File: src/rtl/pool_layer_v2.sv
// Streaming MAX/AVG pooling over a channel-planar blob with optional ReLU,
// frame-error detection and a first-word-fall-through output FIFO.
module pool_layer_v2 #(
    parameter int DW       = 16,
    parameter int W_IN     = 8,
    parameter int H_IN     = 8,
    parameter int C_IN     = 8,
    parameter int WIN_LOG2 = 1,
    parameter int MODE     = 0,
    parameter int RELU     = 0,
    parameter int FIFO_AW  = 2
) (
    input  logic          clk,
    input  logic          rst,
    output logic          blob_din_rdy,
    input  logic          blob_din_en,
    input  logic          blob_din_eop,
    input  logic [DW-1:0] blob_din,
    input  logic          blob_dout_rdy,
    output logic          blob_dout_en,
    output logic          blob_dout_eop,
    output logic [DW-1:0] blob_dout,
    output logic          frame_err
);

    localparam int K     = 1 << WIN_LOG2;
    localparam int W_OUT = W_IN / K;
    localparam int H_OUT = H_IN / K;
    localparam int ACC_W = DW + 2 * WIN_LOG2;
    localparam int XW    = (W_IN > 1) ? $clog2(W_IN) : 1;
    localparam int YW    = (H_IN > 1) ? $clog2(H_IN) : 1;
    localparam int CW    = (C_IN > 1) ? $clog2(C_IN) : 1;
    localparam int AIW   = (W_OUT > 1) ? $clog2(W_OUT) : 1;
    localparam int DEPTH = 1 << FIFO_AW;

    localparam logic [XW-1:0]       X_LAST      = XW'(W_IN - 1);
    localparam logic [YW-1:0]       Y_LAST      = YW'(H_IN - 1);
    localparam logic [CW-1:0]       C_LAST      = CW'(C_IN - 1);
    localparam logic [XW-1:0]       X_GRID_LAST = XW'(W_OUT * K - 1);
    localparam logic [YW-1:0]       Y_GRID_LAST = YW'(H_OUT * K - 1);
    localparam logic [XW-1:0]       OX_LAST     = XW'(W_OUT - 1);
    localparam logic [YW-1:0]       OY_LAST     = YW'(H_OUT - 1);
    localparam logic [WIN_LOG2-1:0] SUB_LAST    = '1;
    localparam logic [FIFO_AW:0]    CNT_RDY_MAX = (FIFO_AW + 1)'(DEPTH - 2);

    logic [XW-1:0] r_x;
    logic [YW-1:0] r_y;
    logic [CW-1:0] r_c;
    logic          r_run;
    logic          r_frame_err;

    logic                    w_accept;
    logic                    w_pos_last;
    logic [XW-1:0]           w_ox;
    logic [YW-1:0]           w_oy;
    logic [WIN_LOG2-1:0]     w_xm;
    logic [WIN_LOG2-1:0]     w_ym;
    logic                    w_in_grid;
    logic                    w_first;
    logic                    w_done;
    logic                    w_last_win;
    logic [AIW-1:0]          w_idx;
    logic signed [ACC_W-1:0] w_din_ext;
    logic signed [ACC_W-1:0] w_acc_cur;
    logic signed [ACC_W-1:0] w_acc_next;
    logic signed [ACC_W-1:0] w_res;
    logic                    w_unused;

    logic signed [ACC_W-1:0] r_acc [W_OUT];
    logic                    r_p_vld;
    logic                    r_p_eop;
    logic [DW-1:0]           r_p_data;

    logic [DW:0]        r_mem [DEPTH];
    logic [FIFO_AW-1:0] r_wptr;
    logic [FIFO_AW-1:0] r_rptr;
    logic [FIFO_AW:0]   r_cnt;
    logic [DW-1:0]      r_last;
    logic               w_empty;
    logic               w_push;
    logic               w_pop;
    logic [DW:0]        w_head;

    assign w_accept   = blob_din_en & blob_din_rdy;
    assign w_pos_last = (r_x == X_LAST) && (r_y == Y_LAST) && (r_c == C_LAST);
    assign w_ox       = r_x >> WIN_LOG2;
    assign w_oy       = r_y >> WIN_LOG2;
    assign w_xm       = r_x[WIN_LOG2-1:0];
    assign w_ym       = r_y[WIN_LOG2-1:0];
    assign w_in_grid  = (r_x <= X_GRID_LAST) && (r_y <= Y_GRID_LAST);
    assign w_first    = (w_xm == '0) && (w_ym == '0);
    assign w_done     = w_in_grid && (w_xm == SUB_LAST) && (w_ym == SUB_LAST);
    assign w_last_win = (r_c == C_LAST) && (w_oy == OY_LAST) && (w_ox == OX_LAST);
    assign w_idx      = w_ox[AIW-1:0];
    assign w_din_ext  = ACC_W'($signed(blob_din));
    assign w_acc_cur  = r_acc[w_idx];
    assign w_unused   = ^w_res;

    always_comb begin
        w_acc_next = w_din_ext;
        if (!w_first) begin
            if (MODE == 0) begin
                w_acc_next = (w_din_ext > w_acc_cur) ? w_din_ext : w_acc_cur;
            end else begin
                w_acc_next = w_acc_cur + w_din_ext;
            end
        end
        w_res = (MODE == 0) ? w_acc_next : (w_acc_next >>> (2 * WIN_LOG2));
        if ((RELU != 0) && w_res[ACC_W-1]) begin
            w_res = '0;
        end
    end

    // An eop anywhere but the final position restarts the frame; the next
    // frame's first beat per window overwrites any stale partial accumulator.
    always_ff @(posedge clk or negedge rst) begin
        if (!rst) begin
            r_x         <= '0;
            r_y         <= '0;
            r_c         <= '0;
            r_run       <= 1'b0;
            r_frame_err <= 1'b0;
        end else begin
            r_run <= 1'b1;
            if (w_accept) begin
                if (blob_din_eop) begin
                    r_x <= '0;
                    r_y <= '0;
                    r_c <= '0;
                    if (!w_pos_last) begin
                        r_frame_err <= 1'b1;
                    end
                end else begin
                    if (w_pos_last) begin
                        r_frame_err <= 1'b1;
                    end
                    if (r_x == X_LAST) begin
                        r_x <= '0;
                        if (r_y == Y_LAST) begin
                            r_y <= '0;
                            r_c <= (r_c == C_LAST) ? '0 : r_c + 1'b1;
                        end else begin
                            r_y <= r_y + 1'b1;
                        end
                    end else begin
                        r_x <= r_x + 1'b1;
                    end
                end
            end
        end
    end

    always_ff @(posedge clk) begin
        if (w_accept && w_in_grid) begin
            r_acc[w_idx] <= w_acc_next;
        end
    end

    always_ff @(posedge clk or negedge rst) begin
        if (!rst) begin
            r_p_vld  <= 1'b0;
            r_p_eop  <= 1'b0;
            r_p_data <= '0;
        end else begin
            r_p_vld <= w_accept && w_done;
            if (w_accept && w_done) begin
                r_p_data <= w_res[DW-1:0];
                r_p_eop  <= w_last_win;
            end
        end
    end

    assign w_empty = (r_cnt == '0);
    assign w_push  = r_p_vld;
    assign w_pop   = blob_dout_rdy & ~w_empty;
    assign w_head  = r_mem[r_rptr];

    always_ff @(posedge clk) begin
        if (w_push) begin
            r_mem[r_wptr] <= {r_p_eop, r_p_data};
        end
    end

    always_ff @(posedge clk or negedge rst) begin
        if (!rst) begin
            r_wptr <= '0;
            r_rptr <= '0;
            r_cnt  <= '0;
            r_last <= '0;
        end else begin
            if (w_push) begin
                r_wptr <= r_wptr + 1'b1;
            end
            if (w_pop) begin
                r_rptr <= r_rptr + 1'b1;
                r_last <= w_head[DW-1:0];
            end
            if (w_push && !w_pop) begin
                r_cnt <= r_cnt + 1'b1;
            end else if (!w_push && w_pop) begin
                r_cnt <= r_cnt - 1'b1;
            end
        end
    end

    // One free slot stays reserved for the result already in the pipeline.
    assign blob_din_rdy  = r_run && (r_cnt <= CNT_RDY_MAX);
    assign blob_dout_en  = w_pop;
    assign blob_dout_eop = w_pop & w_head[DW];
    assign blob_dout     = w_empty ? r_last : w_head[DW-1:0];
    assign frame_err     = r_frame_err;

endmodule

File: config.mk
export PLATFORM = sky130hd
export DESIGN_NAME = pool_layer_v2
export DESIGN_NICKNAME = d
export VERILOG_FILES = /design/src/rtl/pool_layer_v2.sv
export SDC_FILE = /design/constraint.sdc
export NUM_CORES = 1
export LEC_CHECK = 0
export ABC_AREA = 1
export CAP_MARGIN = 15
export CORE_ASPECT_RATIO = 0.9
export CORE_MARGIN = 1
export CORE_UTILIZATION = 55
export CTS_CLUSTER_DIAMETER = 150
export DETAILED_ROUTE_END_ITERATION = 16
export PLACE_DENSITY = 0.74
export SETUP_SLACK_MARGIN = 0.3
export SYNTH_ARGS = -nofsm -noshare
export SYNTH_HDL_FRONTEND = slang
export SYNTH_SLANG_ARGS = --single-unit
File: constraint.sdc
create_clock -name clk -period 3.7 [get_ports clk]
set_input_delay 0.925 -clock clk [delete_from_list [all_inputs] [get_ports clk]]
set_output_delay 0.925 -clock clk [all_outputs]
set_load 0.02 [all_outputs]
Word level (Yosys, flattened, before mapping)
Memory sizes are Yosys's and may differ from the RTL's.
Index checks and enable logic that the tools add are counted.
W data, S select, Z words.
- $lt $le $gt $ge: 4
- bitwise logic cells: 6
- reduce and logical (&&, ||, !) cells: 23
- eq/ne operators: 6
- add/subtract/negate cells: 7
- muxes and demuxes: 21
- operators with widths (cell ; number):
    $mux W18 ; 2
    $mux W3 ; 11
    $gt A16 B18 Y1 ; 1
    $mux W16 ; 1
    $logic_and A1 B1 Y1 ; 13
    $add A3 B1 Y3 const B ; 4
    $eq A3 B3 Y1 const B ; 3
    $reduce_bool A2 Y1 ; 4
    $mux W1 ; 7
    $le A3 B3 Y1 const B ; 2
    $reduce_and A3 Y1 ; 2
    $add A2 B1 Y2 const B ; 2
    $eq A2 B2 Y1 const B ; 2
    $and A1 B1 Y1 ; 3
    $le A3 B2 Y1 const B ; 1
    $logic_not A3 Y1 ; 1
    $not A1 Y1 ; 3
    $sub A3 B1 Y3 const B ; 1
    $logic_not A1 Y1 ; 2
    $ne A2 B2 Y1 const B ; 1
    $reduce_and A2 Y1 ; 1
- output and inout bits: 20
- logic and storage cells: 81
- register bits after elaboration: 52
- memories: 2
- input bits: 21
- bits in writable memories: 140
- memory list (memory ; depth ; bits a word ; read ports ; clocked after Yosys merged registers in ; write ports ; RTL line ; RTL):
    r_acc ; 4 ; 18 ; 1 ; 0 ; 1 ; 69 ; logic signed [ACC_W-1:0] r_acc [W_OUT];
    r_mem ; 4 ; 17 ; 1 ; 0 ; 1 ; 74 ; logic [DW:0] r_mem [DEPTH];

Depth between registers and ports, before layout
- word-level depth: 6
- depth in mapped cells: 22
- gate-level depth less buffers: 22

Worst setup path after synthesis
Ideal clock, no wire load.
- path kind: register -> register
- from: register r_x[1]
- to: memory r_acc[0][10] (netlist bit) (data pin)
- stages on the path, launching flop included: 20
- period minus slack after synthesis: 2979 ps
- arrival: 2716 ps
- setup slack: 721 ps
- library setup time: 263 ps
- buffers on the path: 3
- required time: 3437 ps
- cells stage by stage: dfrtp_1 nand2_1 inv_1 buf_2 buf_4 a22o_1 a221oi_1 ha_1 nand2_1 inv_1 nand2_1 nand2_1 a21oi_1 nand3_1 nand2_1 nand3_4 nand2_4 buf_6 nand2_1 and2_1
- cells in the longest elaborated chain, start to end: 4
- RTL lines (item ; RTL line ; RTL):
    start: declaration ; 46 ; logic [XW-1:0] r_x;
    start signal: assignment ; 146 ; r_x <= r_x + 1'b1;
    $mem_v2 Z4 W18 (*) ; -- ;
    $gt A16 B18 Y1 ; 103 ; w_acc_next = (w_din_ext > w_acc_cur) ? w_din_ext : w_acc_cur;
    $mux W18 (*) ; 103 ;
    $mux W18 (*) ; 101 ; if (!w_first) begin
    via w_acc_next[10] ; 65 ; logic signed [ACC_W-1:0] w_acc_next;
    end: declaration ; 69 ;
The timed path passes the listed nets; every way through them passes the cells marked *.

Worst setup path after layout
- from: input blob_dout_rdy
- to: output blob_dout_eop
- cells in the longest elaborated chain, start to end: 2
- RTL lines (item ; RTL line ; RTL):
    start: declaration ; 19 ; input logic blob_dout_rdy,
    $and A1 B1 Y1 ; 175 ; assign w_pop = blob_dout_rdy & ~w_empty;
    $and A1 B1 Y1 ; 209 ; assign blob_dout_eop = w_pop & w_head[DW];
    end: declaration ; 21 ; output logic blob_dout_eop,
No other way between the ends.

==> results.txt <==
The power share of the sequential group is 39.1%. The net count after synthesis came out at roughly 760. The number of violations of the max-capacitance limit came out at 0.

The worst path arrival time came out at roughly 2.4 ns. The count of flip-flops with a built-in enable after synthesis came out at 140. The leakage power of the design is 3.84 nW.

The placement row count is 42. The number of detailed-routing iterations run before antenna repair came out at 4. The die is about 130 um wide. Across all layers, the routed design uses ~5500 vias. The distinct cell type count of the synthesized netlist came out at 41. Setup repair after global routing could not meet its margin everywhere. The number of hold buffers added after cts came out at 0. The cell count after synthesis came out at 710. The clock tree synthesis step divided the H-tree into 4 levels. The post-layout utilization of the core is between 60% and 70%. The combinational cell fraction of total power came out at 39.6%.

The mean post-synth cell area is approximately 12 um2. The power density relative to cell area came out at approximately 840 nW/um2. For this run, the leading register cell type out of synthesis is sky130_fd_sc_hd__edfxtp_1. The tree built by TritonCTS fans out to ~190 sinks.

The worst setup path is captured at an output port. The final critical-path share of the clock period came out at about nine tenths. The starting density of the core came out at a little under three fifths. The root buffer cell chosen for the clock tree is sky130_fd_sc_hd__clkbuf_16. The core box area came out at 14700 um2. The flow ran to the end, and the final reports show no timing, DRC or antenna violations. VDD sags by at most between 0.5 and 0.6 mV.

The detailed-route vias per instance is 5.63. Counting stages on the worst path, the most repeated cell is sky130_fd_sc_hd__clkdlybuf4s50_1. The die area is approximately 16000 um2.

The synthesis warning total came out at 0. The half-perimeter wire length after detailed placement is a little over 10000 um. The clock latency on the worst-skew pair came out at 0.42 ns.

The library cells used most frequently in the layout, excluding fill and tap cells, are sky130_fd_sc_hd__nand2_1 (191), sky130_fd_sc_hd__edfxtp_1 (140), sky130_fd_sc_hd__dfrtp_1 (51), sky130_fd_sc_hd__inv_1 (44), sky130_fd_sc_hd__o21ai_0 (44). Clock tree synthesis inserted a total of 17 buffers. The worst clock skew came out at ~0.0060 ns. The placement-stage cell area came out at around 8900 um2.

In this run the worst path has a maximum fanout of 3. The final global-route overflow total is 0. The critical path's largest stage delay is between 0.6 and 0.7 ns. In this run switching power makes up between 30% and 40% of total power. The worst setup path is launched from a primary input.

The number of I/O port buffers is 40. The die height is between 100 and 150 um. The total global-route track usage came out at between 20 and 25%. The path class of the tightest hold or removal check is in -> async. The final worst hold slack came out at between 0.4 and 0.5 ns. The setup TNS came out at 0 ns. The clock network fraction of total power is between 20% and 30%.

The number of nets in the layout is between 800 and 900. The largest net degree at the start of global routing came out at 53. After clock tree synthesis, the clock-pin slew on the worst setup and hold paths is roughly 0.06 ns. The final number of hold-violating endpoints is 0.

The synthesized netlist occupies a cell area of approximately 8300 um2. between 40 and 50 I/O pins were placed. The type of the worst setup path is in -> out. For flop-to-flop paths, the worst setup slack is ~0.48 ns.

The transition at the pin with the smallest max-transition slack came out at ~0.78 ns. The fill cell instance count of the final layout came out at around 1100. The proportion of register bits with asynchronous set or reset after synthesis came out at roughly 27%. The signal on the critical path passes through clkdlybuf4s50_1 > inv_1 > nor2_1 > inv_2 > a21oi_1 > clkdlybuf4s50_1. Of the synthesized area, sequential elements account for 66.2%. The first-pass GRT wire length came out at between 20000 and 30000 um. At the end of routability-driven placement, the weighted congestion stood at ~0.81. The via count of the first global-routing pass is about 5300. In the routed design, unresolved DRC markers number 0. The synthesized design contains 192 register bits. The internal power of the cells came out at between 5 and 6 mW. The combined area of the multi-input logic cells is around 2600 um2. The routed design could run at a clock period as short as 3.31 ns. The detail route stage leaves a number of antenna-violating nets equal to 0. The number of setup violations in the final report came out at 0. The number of DRC markers in iteration 0 came out at 452.

The worst max-slew margin expressed relative to the limit is between 40% and 50%. The post-layout instance area is roughly 9700 um2. The average detailed-routed wire length per instance came out at 16.9 um.

Static timing analysis puts the maximum clock frequency at 0.302 GHz. On the critical path, the stage with the largest delay is an instance of sky130_fd_sc_hd__clkdlybuf4s50_1. The final max-slew violation count came out at 0.

Summed over all nets, the switching power comes to about 3.0 mW. Wires add up to around 16000 um. The number of antenna diodes came out at 0. TritonCTS built the clock tree. The longest clock path from root to sink contains 2 buffers. Registers take ~5500 um2. The most frequent standard cell in the layout excluding fill and tap cells is sky130_fd_sc_hd__nand2_1.

For the worst setup path, the data required time is 2.77 ns. In the final layout, the share of cells above drive strength 1 is 10.2%. The layout overhead on the synthesized area came out at 16.2%.

The initial antenna violation count is 0.
-- final cells by class --
cell class	instances	share of cell area (%)
Multi-Input combinational cell	441	26.6
Sequential cell	192	57.0
Clock inverter	14	1.45
Tap cell	198	2.56
Timing Repair Buffer	57	5.84
Inverter	50	2.11
Clock buffer	18	4.44
-- cells in the mapped netlist (all sizes together), types with 2 or more instances --
| cell | number | area (um2) |
|---|---|---|
| a22oi | 2 | 15.0 |
| dfrtp | 52 | 1300 |
| o21ai | 46 | 234 |
| a21oi | 24 | 120 |
| nor2 | 21 | 93.8 |
| nand3 | 43 | 228 |
| clkbuf | 16 | 60.1 |
| and2 | 16 | 100 |
| nand2 | 196 | 751 |
| a221oi | 17 | 149 |
| ha | 29 | 363 |
| buf | 11 | 77.6 |
| nand4 | 3 | 18.8 |
| xor2 | 3 | 26.3 |
| a22o | 11 | 96.3 |
| o21bai | 2 | 15.0 |
| edfxtp | 140 | 4200 |
| xnor2 | 2 | 17.5 |
| inv | 49 | 186 |
| nor3 | 3 | 26.3 |
| a32o | 16 | 160 |
-- final timing paths --
| path | startpoint | endpoint | cells after the start |
|---|---|---|---|
| max | blob_dout_rdy | blob_dout_eop | 6 |
| min | rst | r_last[1] | 1 |
| max reg2reg | r_x[1] | r_acc[2][14] | 15 |
| min reg2reg | frame_err | frame_err | 1 |
| max in group asynchronous | rst | r_p_data[9] | 2 |
| min in group clk | frame_err | frame_err | 1 |
-- cells by family (layout without fill, tap and decap cells) --
family | after synthesis | after routing | synth area share, %
and+or+nand+nor | 282 | 282 | 14.6
DFF | 192 | 192 | 66.2
AOI/OAI and AO/OA | 122 | 122 | 9.91
buffers and inverters | 77 | 139 | 3.94
adders and majority gates | 30 | 30 | 4.60
xor gates and xnor gates | 5 | 5 | 0.527
other | 1 | 1 | 0.0451
muxes | 1 | 1 | 0.135
-- worst max-delay path: cells and delay by family --
kind	cells	cell delay, ns
simple gates	1	0.19
buf+inv	4	1.16
compound gates	1	0.11
-- stage by stage --
| stage | worst slack [ns] | total power, mW | std cells |
|---|---|---|---|
| floorplan | 0.721 | 5.28 | 710 |
| global placement | 0.358 | 6.13 | 935 |
| detailed placement | 0.269 | 6.29 | 935 |
| CTS | 0.345 | 8.06 | 969 |
| global route | 0.254 | 8.67 | 970 |
| finish | 0.393 | 8.15 | 970 |
-- power by group through the flow --
stage          combinational, mW  sequential (mW)  clock, mW
2_1_floorplan               2.15             3.14          0
3_3_place_gp                2.95             3.18          0
3_5_place_dp                3.07             3.22          0
4_1_cts                     3.11             3.18       1.77
5_1_grt                     3.59             3.23       1.85
6_report                    3.23             3.18       1.74
-- sequential cells by signal (all words and copies together) (netlist names) --
signal and cells:
r_cnt 3, r_p_vld 1, r_acc 72, r_p_data 16
frame_err 1, r_c 3, r_last 16, r_p_eop 1
r_run 1, r_x 3, r_y 3, r_rptr 2
r_wptr 2, r_mem 68
-- timing repair --
action,in CTS,in global routing
resized for setup,1,26
buffers inserted,2,0
endpoints found under the setup margin,69,92
-- metal layers --
metal | part of all wire, % | wire (um) | GRT usage (%)
met5 | 0 | 0 | 0
met4 | 1.1 | 187 | 6.54
met3 | 5.5 | 905 | 4.16
met2 | 49 | 7960 | 37.6
met1 | 45 | 7320 | 29.7
No activity file was read; power rests on OpenSTA's default activity.
